`src/rtl/division_pkg.sv`:
```
// Shared types and constants for the sequential restoring divider.
package division_pkg;
  localparam int unsigned DIV_W = 32;

  typedef enum logic [1:0] {
    IDLE,
    OP,
    LAST,
    DONE
  } state_t;
endpackage

```
`src/rtl/division_step.sv`:
```
// One restoring-division iteration: shift in the next dividend bit, compare, subtract.
module division_step #(
  parameter int unsigned N = 32
) (
  input  logic [N-1:0] rh,
  input  logic [N-1:0] rl,
  input  logic [N-1:0] d,
  output logic [N-1:0] rh_next,
  output logic [N-1:0] rl_next
);
  logic [N:0] shifted;
  logic [N:0] diff;
  logic       qbit;

  // N+1-bit compare keeps divisors with the MSB set correct.
  always_comb begin
    shifted = {rh, rl[N-1]};
    diff    = shifted - {1'b0, d};
    qbit    = (shifted >= {1'b0, d});
    rh_next = qbit ? diff[N-1:0] : shifted[N-1:0];
    rl_next = {rl[N-2:0], qbit};
  end
endmodule

```
`src/rtl/division_core.sv`:
```
// Sequential unsigned divider, one quotient bit per clock, with a one-cycle done pulse.
module division_core
  import division_pkg::*;
#(
  parameter int unsigned N = DIV_W
) (
  input  logic         clk_i,
  input  logic         reset_i,
  input  logic         start_i,
  input  logic [N-1:0] dividend_i,
  input  logic [N-1:0] divisor_i,
  output logic [N-1:0] quotient_o,
  output logic [N-1:0] remainder_o,
  output logic         done_o
);
  localparam int unsigned CW = $clog2(N + 1);

  state_t        state_q, state_d;
  logic [N-1:0]  rh_q, rl_q, d_q;
  logic [N-1:0]  rh_nxt, rl_nxt;
  logic [CW-1:0] n_q;
  logic          load, iter, finish;

  division_step #(.N(N)) u_step (
    .rh      (rh_q),
    .rl      (rl_q),
    .d       (d_q),
    .rh_next (rh_nxt),
    .rl_next (rl_nxt)
  );

  // Next-state and datapath control.
  always_comb begin
    state_d = state_q;
    load    = 1'b0;
    iter    = 1'b0;
    finish  = 1'b0;
    case (state_q)
      IDLE: begin
        if (start_i) begin
          load    = 1'b1;
          state_d = OP;
        end
      end
      OP: begin
        iter = 1'b1;
        if (n_q == CW'(2)) state_d = LAST;
      end
      LAST: begin
        iter    = 1'b1;
        finish  = 1'b1;
        state_d = DONE;
      end
      DONE:    state_d = IDLE;
      default: state_d = IDLE;
    endcase
  end

  // State, datapath and registered outputs.
  always_ff @(posedge clk_i) begin
    if (reset_i) begin
      state_q     <= IDLE;
      rh_q        <= '0;
      rl_q        <= '0;
      d_q         <= '0;
      n_q         <= '0;
      quotient_o  <= '0;
      remainder_o <= '0;
      done_o      <= 1'b0;
    end else begin
      state_q <= state_d;
      done_o  <= (state_q == DONE);
      if (load) begin
        d_q  <= divisor_i;
        rh_q <= '0;
        rl_q <= dividend_i;
        n_q  <= CW'(N);
      end
      if (iter) begin
        rh_q <= rh_nxt;
        rl_q <= rl_nxt;
        n_q  <= n_q - CW'(1);
      end
      if (finish) begin
        quotient_o  <= rl_nxt;
        remainder_o <= rh_nxt;
      end
    end
  end
endmodule

```
`config.mk`:
```
export PLATFORM = sky130hd
export DESIGN_NAME = division_core
export DESIGN_NICKNAME = d
export VERILOG_FILES = /design/src/rtl/division_pkg.sv /design/src/rtl/division_step.sv /design/src/rtl/division_core.sv
export SDC_FILE = /design/constraint.sdc
export NUM_CORES = 1
export LEC_CHECK = 0
export CAP_MARGIN = 10
export CORE_AREA = 5 5 172 124
export CTS_CLUSTER_DIAMETER = 120
export DETAILED_ROUTE_END_ITERATION = 10
export DIE_AREA = 0 0 177 129
export GPL_ROUTABILITY_DRIVEN = 0
export PLACE_DENSITY = 0.68
export SLEW_MARGIN = 20
export SYNTH_ARGS = -nofsm -noshare
export SYNTH_HDL_FRONTEND = slang
export SYNTH_SLANG_ARGS = --single-unit
```
`constraint.sdc`:
```
create_clock -name clk_i -period 5.3 [get_ports clk_i]
set_clock_uncertainty 0.05 [all_clocks]
set_input_delay 1.59 -clock clk_i [delete_from_list [all_inputs] [get_ports clk_i]]
set_output_delay 1.59 -clock clk_i [all_outputs]
set_load 0.05 [all_outputs]
```
Yosys cells after proc, flatten, opt, wreduce, memory -nomap -nowiden
Cells that the tools add are included.
Widths: inputs -> output; s select.
{ "classes": {"shifts": 0, "n_bitwise": 0, "div_mod_pow": 0, "mul": 0, "n_lt_le_gt_ge": 1, "n_addsub": 2, "reduce_logical": 4, "muxes": 14, "n_eq_ne": 6} }
{ "op_table": {"columns": ["op", "n"], "rows": [
  ["$mux 32", 5],
  ["$ge 33x32->1", 1],
  ["$sub 32x32->32", 1],
  ["$mux 6", 2],
  ["$pmux 2 s4", 1],
  ["$eq 6x2->1 const B", 1],
  ["$sub 6x1->6 const B", 1],
  ["$eq 2x2->1 const B", 2],
  ["$mux 1", 4],
  ["$mux 2", 2],
  ["$ne 2x2->1 const B", 2],
  ["$eq 2x1->1 const B", 1],
  ["$logic_not 2->1", 1],
  ["$reduce_and 2->1", 1],
  ["$reduce_bool 2->1", 1],
  ["$reduce_or 2->1", 1]
]} }
{ "totals": {"romBits": 0, "wordCells": 35, "reg_bits": 169, "ramBits": 0, "output_inout_bits": 65, "latch_bits": 0, "n_memories": 0, "inputBits": 67} }

Longest topological paths before layout
Gate-level depths: netlist (run 1).
{ "depth": {"depth_word": 4, "ltp_mapped": 12, "ltp_nobuf": 11} }

Cells and area by module
From an unflattened synthesis (run 1), not the netlist that was laid out.
{ "unflattened": {"hier_cells": 1078, "area_unflattened_um2": 8978.6} }
{ "modules_own_cells": {"columns": ["mod", "cells_each", "seq_area_each_um2", "n_inst", "area_each_um2"], "rows": [
  ["division_core", 723, 3383.2, 1, 6407.4],
  ["division_step", 355, 0.0, 1, 2571.2]
]} }

Least setup slack after synthesis (run 1)
Ideal clock, no wire load.
{ "synth_path": {"kind": "in2reg", "from": "input port start_i", "to": "register rl_q[4]", "path_stages": 7, "setup_time_ns": 0.065, "path_buffers": 2, "required_time_ns": 5.185, "t_arrival_ns": 2.595, "setup_slack_ns": 2.590, "path_cell_list": "and2_1 clkbuf_1 clkbuf_1 nand2_1 a21oi_1 a21oi_1 nor2_1"} }
{ "synth_between": {"elab_chain_len": 3} }
{ "synth_rtl": {"columns": ["element", "line_no", "rtl"], "rows": [
  ["from (decl)", "division_core.sv:9", "input logic start_i,"],
  ["$mux 1", "division_core.sv:40", "if (start_i) begin"],
  ["$mux 1", "division_core.sv:38", "case (state_q)"],
  ["$reduce_bool 2->1 (no source line)", null, null],
  ["to (signal assigned)", "division_core.sv:76", "rl_q <= dividend_i;"],
  ["to (signal assigned)", "division_core.sv:81", "rl_q <= rl_nxt;"],
  ["to (decl)", "division_core.sv:19", "logic [N-1:0] rh_q, rl_q, d_q;"]
]} }
No other way between the ends.
A chain may end at the register's enable or synchronous reset.

Final worst setup path (run 1)
{ "layout_path": {"from": "register d_q[6]", "to": "register rh_q[25]"} }
{ "layout_between": {"elab_chain_len": 3, "elab_cells_between_ends": 4, "classes_between": "add/sub: 1; order compare: 1; mux: 2"} }
{ "layout_rtl": {"columns": ["element", "line_no", "rtl"], "rows": [
  ["from (decl)", "division_core.sv:19", null],
  ["from (signal assigned)", "division_core.sv:74", "d_q <= divisor_i;"],
  ["$sub 32x32->32 or $ge 33x32->1 (tied branches)", "division_step.sv:18, division_step.sv:19", null],
  ["$mux 32 *", "division_step.sv:20", "rh_next = qbit ? diff[N-1:0] : shifted[N-1:0];"],
  ["$mux 32 *", "division_core.sv:79", "if (iter) begin"],
  ["to (signal assigned)", "division_core.sv:80", "rh_q <= rh_nxt;"],
  ["to (decl)", "division_core.sv:19", null]
]} }
Mark *: on every way between the ends. The rest lies on a longest branch, timed or not.

==> results of run 1 <==
==> metrics by stage <==
stage | hold slack, ns | utilization | cell area, µm² | power, W | std cells
after detailed placement | 0.397 | 0.516 | 10000 | 0.00511 | 1421
final | 0.404 | 0.547 | 10700 | 0.00642 | 1453
after global routing | 0.425 | 0.547 | 10700 | 0.00690 | 1453
after CTS | 0.407 | 0.547 | 10700 | 0.00643 | 1453
after global placement | 0.393 | 0.516 | 10000 | 0.00507 | 1421
after floorplan | 0.376 | - | 8600 | 0.00431 | 1081
==> registers in the layout, summed over array words and instances, names as in the netlist <==
register and cells:
state_q 2, rl_q 32, rh_q 32, d_q 32
n_q 6, done_o 1, remainder_o 32, quotient_o 32
==> power groups by stage <==
stage | Clock [W] | Sequential [W] | Combinational (W)
after floorplan | 0 | 0.00199 | 0.00232
after CTS | 0.00133 | 0.00171 | 0.00340
final | 0.00131 | 0.00171 | 0.00340
after global routing | 0.00139 | 0.00174 | 0.00377
after detailed placement | 0 | 0.00173 | 0.00337
after global placement | 0 | 0.00173 | 0.00334
==> metal layers <==
| metal | track usage | vias up | share of wire |
|---|---|---|---|
| met3 | 0.0417 | 16 | 0.049 |
| met2 | 0.274 | 171 | 0.40 |
| met4 | 0.0532 | 0 | 0.011 |
| li1 | - | 3924 | - |
| met5 | 0 | - | 0 |
| met1 | 0.299 | 3485 | 0.54 |
==> cell type report <==
cell class	instances	area share
timing repair buffer	139	0.128
multi-input combinational	795	0.448
inverter	48	0.0169
sequential	169	0.317
clock inverter	14	0.0162
tap	270	0.0317
clock buffer	18	0.0412
==> synthesized netlist by cell type (all sizes together) (2+ instances only) <==
library cell / number
buf: 22
a2111oi: 3
a2111o: 2
nand2: 191
nor3: 12
o21bai: 4
a21oi: 132
dfxtp: 169
and3: 9
xnor2: 15
a211oi: 33
a311o: 2
mux2i: 60
o21a: 10
nand3: 11
nand3b: 6
a31oi: 5
nand2b: 3
nor2: 119
nor2b: 8
ha: 39
o221ai: 2
a32oi: 5
o31ai: 2
and4: 2
a22o: 3
o311ai: 5
a311oi: 5
and2: 4
nand4b: 3
a21o: 9
o21ai: 48
o31a: 3
nand4: 10
xor2: 11
clkbuf: 47
inv: 47
o211ai: 4
==> worst max-delay path, cell delays in order, from the launching register on <==
cell	delay, ns
dfxtp_1	0.33
inv_1	0.05
ha_1	0.39
nand4_1	0.18
a21oi_2	0.25
o211ai_2	0.16
a2111oi_2	0.46
nor2_1	0.22
o211ai_4	0.49
buf_4	0.38
mux2i_1	0.33
o21ai_0	0.14
==> kinds of logic after synthesis <==
kind of cell               after synthesis  synth area share
and+or+nand+nor                        381             0.186
AOI/OAI and AO/OA                      287             0.209
DFF                                    169             0.393
buffers and inverters                  117            0.0550
muxes                                   61            0.0712
adders and majority gates               40            0.0591
xor gates and xnor gates                26            0.0265
==> worst paths after layout <==
check / to / slack (ns) / cells past startpoint
max reg2reg: rh_q[25] / 1.71 / 11
min: d_q[18] / 0.40 / 2
max: rh_q[25] / 1.71 / 11
min reg2reg: d_q[18] / 0.40 / 2
==> reports/summary.txt, run 1 <==
outcome: finished, final reports clean
setup violators final: 0
Yosys warnings: 0
critical path required time: 5.52 ns
Hold Fails Final Rpt: 0
top cell type's share of synthesized area: 0.393
diode count: 0
Relative slew margins: 0.299
CTS sink cnt: 169
DP HPWL: 15500 µm
number of setup buffers added after CTS: 0
syn_area_per_cell: 7.95 µm²
RR Startpoint: d_q[6]
layout cells sized above 1: 0.0473
Crit. End Element: flop
clk root buf: clkbuf_16
Core ar.: 0.0195 mm²
Multi-input gate area: 0.00477 mm²
number of CTS-inserted buffers: 17
drt first-iter violations: 583
effective utilization at floorplan: 0.441
pre-CTS WS: 1.64 ns
Area contributors post-synth: dfxtp_1 (39%), nand2_1 (8.3%), a21oi_1 (7.6%)
cell count after synthesis: 1081
vias in the first global route: 7273
Row Count: 43
post-route setup slack: 1.71 ns
IO Pins: 132
initial antenna violation count: 0
die height: 129 µm
clock group share of total power: 0.204
clk buf depth: 2
Die Span X: 177 µm
Pins Over Slew Limit: 0
GRT Total Usage: 0.195
largest net degree at the start of global routing: 97
Routed WL: 22100 µm
register area share after synthesis: 0.393
switch share: 0.452
Post-synth EDFFs: 0
# DRC: 0
H-tree depth: 4
critical path startpoint: d_q[6]
RSZ-0062 raised after global routing: false
CP Launch Type: flop
Fillers: 1882
Pint: 0.00352 W
Synth Cell Area: 0.00860 mm²
top_reg_cell synth: dfxtp_1
PortBufs: 131
Worst-Margin Slew: 1.05 ns
post-route clock period utilization: 0.678
Routed WL per cell: 15.2 µm
area leader, netlist: dfxtp_1
fmax: 0.278 GHz
nets: 1277
total of max-cap violations: 0
Psw: 0.00290 W
post-detailed-route count of antenna-violating nets: 0
Hold Crit Start: d_q[18]
combinational share of power: 0.530
number of cells upsized or downsized after cts: 0
GRT Residual Overflow: 0
most common cell after layout, fill and taps aside: nand2_1
PwrDens: 602 mW/mm²
Max VDD drop: 0.250 mV
sequential power share: 0.266
CTS tree: built
Synth cell types: 66
total negative slack: 0 ns
commonest cells after routing, fill and taps aside: nand2_1 (190), dfxtp_1 (169), a21oi_1 (131)
hold buffer count at CTS: 0
Leak Pwr: 3.99 nW
minimum clock period: 3.59 ns
Area Growth Syn to Fin: 23.9%
Clock transition at path regs: 0.07 ns
Hold Crit Class: flop to flop
via count: 7596
number of synthesized register bits: 169
Worst-Skew Late Latency: 0.44 ns
Die Area: 0.0228 mm²
Vias/cell: 5.23
syn_nets: 1188
Post-synth ARST share: 0
sequential cell area: 0.00338 mm²
DR pass1 iterations: 5
Crit Path Max Fanout: 15
first-pass GRT wire length: 36600 µm
crit path kind: flop to flop
Worst EP arrival: 3.81 ns
No activity file was read; power rests on OpenSTA's default activity.
==> run 2, diff against run 1 <==
- clock period: 5.3 -> 3.7 ns (I/O delays scaled with it)
==> reports/summary.txt, run 2 (synthesized netlist as in run 1, its figures left out) <==
Relative slew margins: 0.444 (was 0.299)
Hold Crit Class: flop to flop (unchanged)
CTS tree: built (unchanged)
Hold Fails Final Rpt: 0 (unchanged)
placed cell areas: 0.0101 mm² (was 0.0100 mm²)
Leak Pwr: 4.02 nW (was 3.99 nW)
final instance area: 0.0107 mm² (about the same)
largest net degree at the start of global routing: 65 (was 97)
# DRC: 0 (unchanged)
Hold WS: 0.404 ns (about the same)
via count: 7632 (was 7596)
DR pass1 iterations: 5 (unchanged)
clk root buf: clkbuf_16 (unchanged)
Die Area: 0.0228 mm² (unchanged)
Worst EP arrival: 3.62 ns (was 3.81 ns)
Clock transition at path regs: 0.07 ns (about the same)
PortBufs: 131 (unchanged)
clock group share of total power: 0.198 (was 0.204)
commonest cells after routing, fill and taps aside: nand2_1 (190), dfxtp_1 (169), a21oi_1 (131) (unchanged)
Core ar.: 0.0195 mm² (unchanged)
total negative slack: 0 ns (unchanged)
drt first-iter violations: 526 (was 583)
diode count: 0 (unchanged)
number of cells upsized or downsized after cts: 0 (unchanged)
vias in the first global route: 7093 (was 7273)
Area Growth Syn to Fin: 24.7% (was 23.9%)
Non-Filler Instances: 1458 (was 1453)
Routed WL per cell: 15.3 µm (was 15.2 µm)
fmax: 0.295 GHz (was 0.278 GHz)
critical path required time: 3.93 ns (was 5.52 ns)
IO Pins: 132 (unchanged)
CTS sink cnt: 169 (unchanged)
Max VDD drop: 0.353 mV (was 0.250 mV)
post-route clock period utilization: 0.917 (was 0.678)
Worst-Skew Late Latency: 0.43 ns (was 0.44 ns)
Crit. End Element: flop (unchanged)
PwrDens: 860 mW/mm² (was 602 mW/mm²)
minimum clock period: 3.39 ns (was 3.59 ns)
switch share: 0.456 (was 0.452)
most common cell after layout, fill and taps aside: nand2_1 (unchanged)
Routed WL: 22300 µm (was 22100 µm)
effective utilization at floorplan: 0.441 (unchanged)
CP Launch Type: flop (unchanged)
GRT Residual Overflow: 0 (unchanged)
Worst-Margin Slew: 0.831 ns (was 1.05 ns)
Vias/cell: 5.23 (about the same)
Die Span X: 177 µm (unchanged)
outcome: finished, final reports clean (unchanged)
initial antenna violation count: 0 (unchanged)
clk buf depth: 2 (unchanged)
Pins Over Slew Limit: 0 (unchanged)
pre-CTS WS: 0.371 ns (was 1.64 ns)
die height: 129 µm (unchanged)
hold buffer count at CTS: 0 (unchanged)
Psw: 0.00420 W (was 0.00290 W)
DP HPWL: 15600 µm (was 15500 µm)
Crit Path Max Fanout: 32 (was 15)
first-pass GRT wire length: 36400 µm (was 36600 µm)
Pint: 0.00502 W (was 0.00352 W)
Row Count: 43 (unchanged)
combinational share of power: 0.536 (was 0.530)
layout cells sized above 1: 0.0513 (was 0.0473)
nets: 1282 (was 1277)
H-tree depth: 4 (unchanged)
Inst Count DP: 1426 (was 1421)
setup violators final: 0 (unchanged)
post-route setup slack: 0.306 ns (was 1.71 ns)
post-detailed-route count of antenna-violating nets: 0 (unchanged)
total of max-cap violations: 0 (unchanged)
RSZ-0062 raised after global routing: false (unchanged)
GRT Total Usage: 0.194 (was 0.195)
number of setup buffers added after CTS: 0 (unchanged)
sequential power share: 0.266 (about the same)
crit path kind: flop to flop (unchanged)
number of CTS-inserted buffers: 17 (unchanged)
## run 2: cell count changes in the layout (fill, tap and decap cells not counted)
| cell | delta |
|---|---|
| clkinv_8 | +4 |
| inv_6 | -4 |
| buf_4 | +3 |
| buf_12 | +2 |
| clkinv_4 | +2 |
| bufinv_16 | -1 |
| clkbuf_8 | -1 |
| clkinv_2 | +1 |
| clkinvlp_4 | -1 |
## run 2: worst max-delay path, cell delays in order, from the launching register on
cell	delay, ns
dfxtp_1	0.33
inv_1	0.05
ha_1	0.38
nand4_1	0.17
a21oi_2	0.25
o211ai_2	0.17
a2111oi_2	0.45
nor2_1	0.21
o211ai_4	0.46
buf_12	0.29
mux2i_1	0.30
a211oi_1	0.11
## run 2: path summary, 6_finish.rpt
kind,start,to,slack (ns),cells after the start
max,d_q[6],remainder_o[5],0.31,11
min,d_q[2],d_q[2],0.40,2
max reg2reg,d_q[6],remainder_o[5],0.31,11
min reg2reg,d_q[2],d_q[2],0.40,2
## run 2: per-layer routing
layer  vias to the layer above  GRT usage  part of all wire
met3                        14     0.0388             0.053
li1                       3945          -                 -
met1                      3492      0.303              0.53
met2                       181      0.276              0.41
met5                         -          0                 0
met4                         0     0.0382            0.0076
## run 2: stage by stage
| step | power, W | utilization |
|---|---|---|
| 3_5_place_dp | 0.00739 | 0.519 |
| 5_1_grt | 0.00986 | 0.550 |
| 3_3_place_gp | 0.00734 | 0.519 |
| 4_1_cts | 0.00925 | 0.550 |
| 6_report | 0.00922 | 0.550 |
| 2_1_floorplan | 0.00617 | - |
## run 2: area by class of cell
| type | count | area (µm²) |
|---|---|---|
| fillers | 1911 | 8760 |
| clock buffers | 17 | 425 |
| clock inverters | 15 | 188 |
| flip-flops and latches | 169 | 3380 |
| multi-input cells | 795 | 4770 |
| well taps | 270 | 338 |
| repair buffers | 144 | 1430 |
| inverters | 48 | 180 |
## run 2: power groups by stage
stage	sequential, W	combinational (W)	clock (W)
4_1_cts	0.00245	0.00494	0.00187
5_1_grt	0.00250	0.00542	0.00194
3_5_place_dp	0.00248	0.00491	0
6_report	0.00245	0.00495	0.00183
3_3_place_gp	0.00248	0.00486	0
2_1_floorplan	0.00285	0.00332	0
==> run 3, diff against run 2 <==
- PLACE_DENSITY: 0.68 -> 0.7
- RECOVER_POWER: not set -> 100
- clock period: 3.7 -> 2.7 ns (I/O delays scaled with it)
==> reports/summary.txt, run 3 (synthesized netlist as in run 1, its figures left out) <==
Routed WL per cell: 16.4 µm (was 15.3 µm)
die height: 129 µm (unchanged)
nets: 1389 (was 1282)
CTS tree: built (unchanged)
clk buf depth: 2 (unchanged)
Max VDD drop: 0.638 mV (was 0.353 mV)
first-pass GRT wire length: 40800 µm (was 36400 µm)
clock group share of total power: 0.164 (was 0.198)
CP Launch Type: flop (unchanged)
clk root buf: clkbuf_16 (unchanged)
Crit Path Max Fanout: 5 (was 32)
Worst-Skew Late Latency: 0.44 ns (was 0.43 ns)
layout cells sized above 1: 0.198 (was 0.0513)
crit path kind: flop to flop (unchanged)
GRT Residual Overflow: 0 (unchanged)
slack of the worst reg-to-reg path: -0.21 ns (was 0.31 ns)
Fillers: 1691 (was 1911)
DP HPWL: 16800 µm (was 15600 µm)
hold path cells: 2 (unchanged)
Core ar.: 0.0195 mm² (unchanged)
Die Span X: 177 µm (unchanged)
# DRC: 0 (unchanged)
Hold Crit Start: d_q[20] (was d_q[2])
Pint: 0.00864 W (was 0.00502 W)
Routed WL: 25700 µm (was 22300 µm)
worst reg2reg path endpoint: remainder_o[4] (was remainder_o[5])
total of max-cap violations: 0 (unchanged)
Hold EP: d_q[20] (was d_q[2])
Row Count: 43 (unchanged)
diode count: 0 (unchanged)
DR pass1 iterations: 5 (unchanged)
FF-to-FF path depth: 14 (was 11)
Pins Over Slew Limit: 0 (unchanged)
post-route clock period utilization: 1.08 (was 0.917)
Power Total: 0.0155 W (was 0.00922 W)
failing checks: setup timing
GRT Total Usage: 0.220 (was 0.194)
H-tree depth: 4 (unchanged)
combinational share of power: 0.617 (was 0.536)
Multi-input gate area: 0.00536 mm² (was 0.00477 mm²)
critical path required time: 2.95 ns (was 3.93 ns)
Relative slew margins: 0.601 (was 0.444)
post-route setup slack: -0.213 ns (was 0.306 ns)
Hold Fails Final Rpt: 0 (unchanged)
via count: 8369 (was 7632)
sequential cell area: 0.00340 mm² (was 0.00338 mm²)
number of CTS-inserted buffers: 17 (unchanged)
Psw: 0.00688 W (was 0.00420 W)
Worst EP arrival: 3.16 ns (was 3.62 ns)
final core utilization: 0.630 (was 0.550)
PwrDens: 1270 mW/mm² (was 860 mW/mm²)
Clock transition at path regs: 0.08 ns (was 0.07 ns)
Hold Crit Class: flop to flop (unchanged)
Die Area: 0.0228 mm² (unchanged)
Crit. End Element: flop (unchanged)
Area Growth Syn to Fin: 42.7% (was 24.7%)
minimum clock period: 2.91 ns (was 3.39 ns)
RR Startpoint: d_q[6] (unchanged)
effective utilization at floorplan: 0.441 (unchanged)
fmax: 0.343 GHz (was 0.295 GHz)
most common cell after layout, fill and taps aside: nand2_1 (unchanged)
RSZ-0062 raised after global routing: true (was false)
commonest cells after routing, fill and taps aside: nand2_1 (190), dfxtp_1 (157), clkdlybuf4s50_1 (130) (was nand2_1 (190), dfxtp_1 (169), a21oi_1 (131))
Hold WS: 0.407 ns (was 0.404 ns)
critical path startpoint: d_q[6] (unchanged)
setup violators final: 65 (was 0)
vias in the first global route: 7871 (was 7093)
outcome: finished, violations left (was finished, final reports clean)
CTS sink cnt: 169 (unchanged)
post-detailed-route count of antenna-violating nets: 0 (unchanged)
sequential power share: 0.219 (was 0.266)
Leak Pwr: 4.67 nW (was 4.02 nW)
drt first-iter violations: 654 (was 526)
largest net degree at the start of global routing: 108 (was 65)
PortBufs: 131 (unchanged)
Vias/cell: 5.35 (was 5.23)
switch share: 0.443 (was 0.456)
initial antenna violation count: 0 (unchanged)
IO Pins: 132 (unchanged)
Worst-Margin Slew: 0.598 ns (was 0.831 ns)
[run 3: what timing repair did]
| action | in CTS | in global routing |
|---|---|---|
| resized for setup | 98 | 42 |
| pin swaps | 24 | 17 |
| buffers inserted | 18 | 11 |
| gates cloned | 2 | 0 |
| setup endpoints to repair | 65 | 66 |
| hold buffers | 0 | 0 |
[run 3: power groups by stage]
stage / Clock (W) / Sequential, W / Combinational, W
after CTS: 0.00259 / 0.00338 / 0.00895
after global routing: 0.00271 / 0.00346 / 0.0103
final: 0.00255 / 0.00340 / 0.00958
after floorplan: 0 / 0.00391 / 0.00455
after global placement: 0 / 0.00339 / 0.00756
after detailed placement: 0 / 0.00340 / 0.00766
[run 3: through the flow]
stage,instances,area (µm²),setup TNS [ns],setup WS [ns]
2_1_floorplan,1081,8610,0,0.000743
3_3_place_gp,1504,10800,-5.69,-0.151
3_5_place_dp,1504,10800,-8.17,-0.196
4_1_cts,1556,12000,-3.62,-0.150
5_1_grt,1565,12300,-14.73,-0.319
6_report,1565,12300,-6.86,-0.213
[run 3: worst max-delay path, cell delays in order (launching register included)]
cell	delay, ns
dfxtp_2	0.34
inv_2	0.05
ha_4	0.27
nand4_1	0.15
buf_4	0.18
a21oi_4	0.12
o211ai_2	0.13
a2111oi_4	0.42
nor2_4	0.10
o211ai_4	0.21
buf_6	0.14
buf_12	0.10
buf_12	0.14
mux2i_2	0.27
a211oi_1	0.10
[run 3: area by class of cell]
cell class	count	share of cell area
Clock buffer	17	0.0347
Clock inverter	15	0.0159
Inverter	48	0.0147
Multi-Input combinational cell	795	0.437
Sequential cell	169	0.277
Tap cell	270	0.0275
Timing Repair Buffer	251	0.193
[run 3: worst max-delay path by stage]
stage / endpoint / slack, ns / cells past startpoint
2_1_floorplan: remainder_o[27] / 0.0007 / 12
3_3_place_gp: remainder_o[28] / -0.15 / 11
3_5_place_dp: remainder_o[11] / -0.20 / 11
4_1_cts: remainder_o[9] / -0.15 / 13
5_1_grt: remainder_o[9] / -0.32 / 14
6_report: remainder_o[4] / -0.21 / 14
[run 3: layer usage]
layer / up-vias / track usage / share of wire
li1: 4159 / - / -
met5: - / 0 / 0
met2: 262 / 0.324 / 0.43
met3: 26 / 0.0399 / 0.059
met4: 0 / 0.0587 / 0.015
met1: 3922 / 0.330 / 0.50
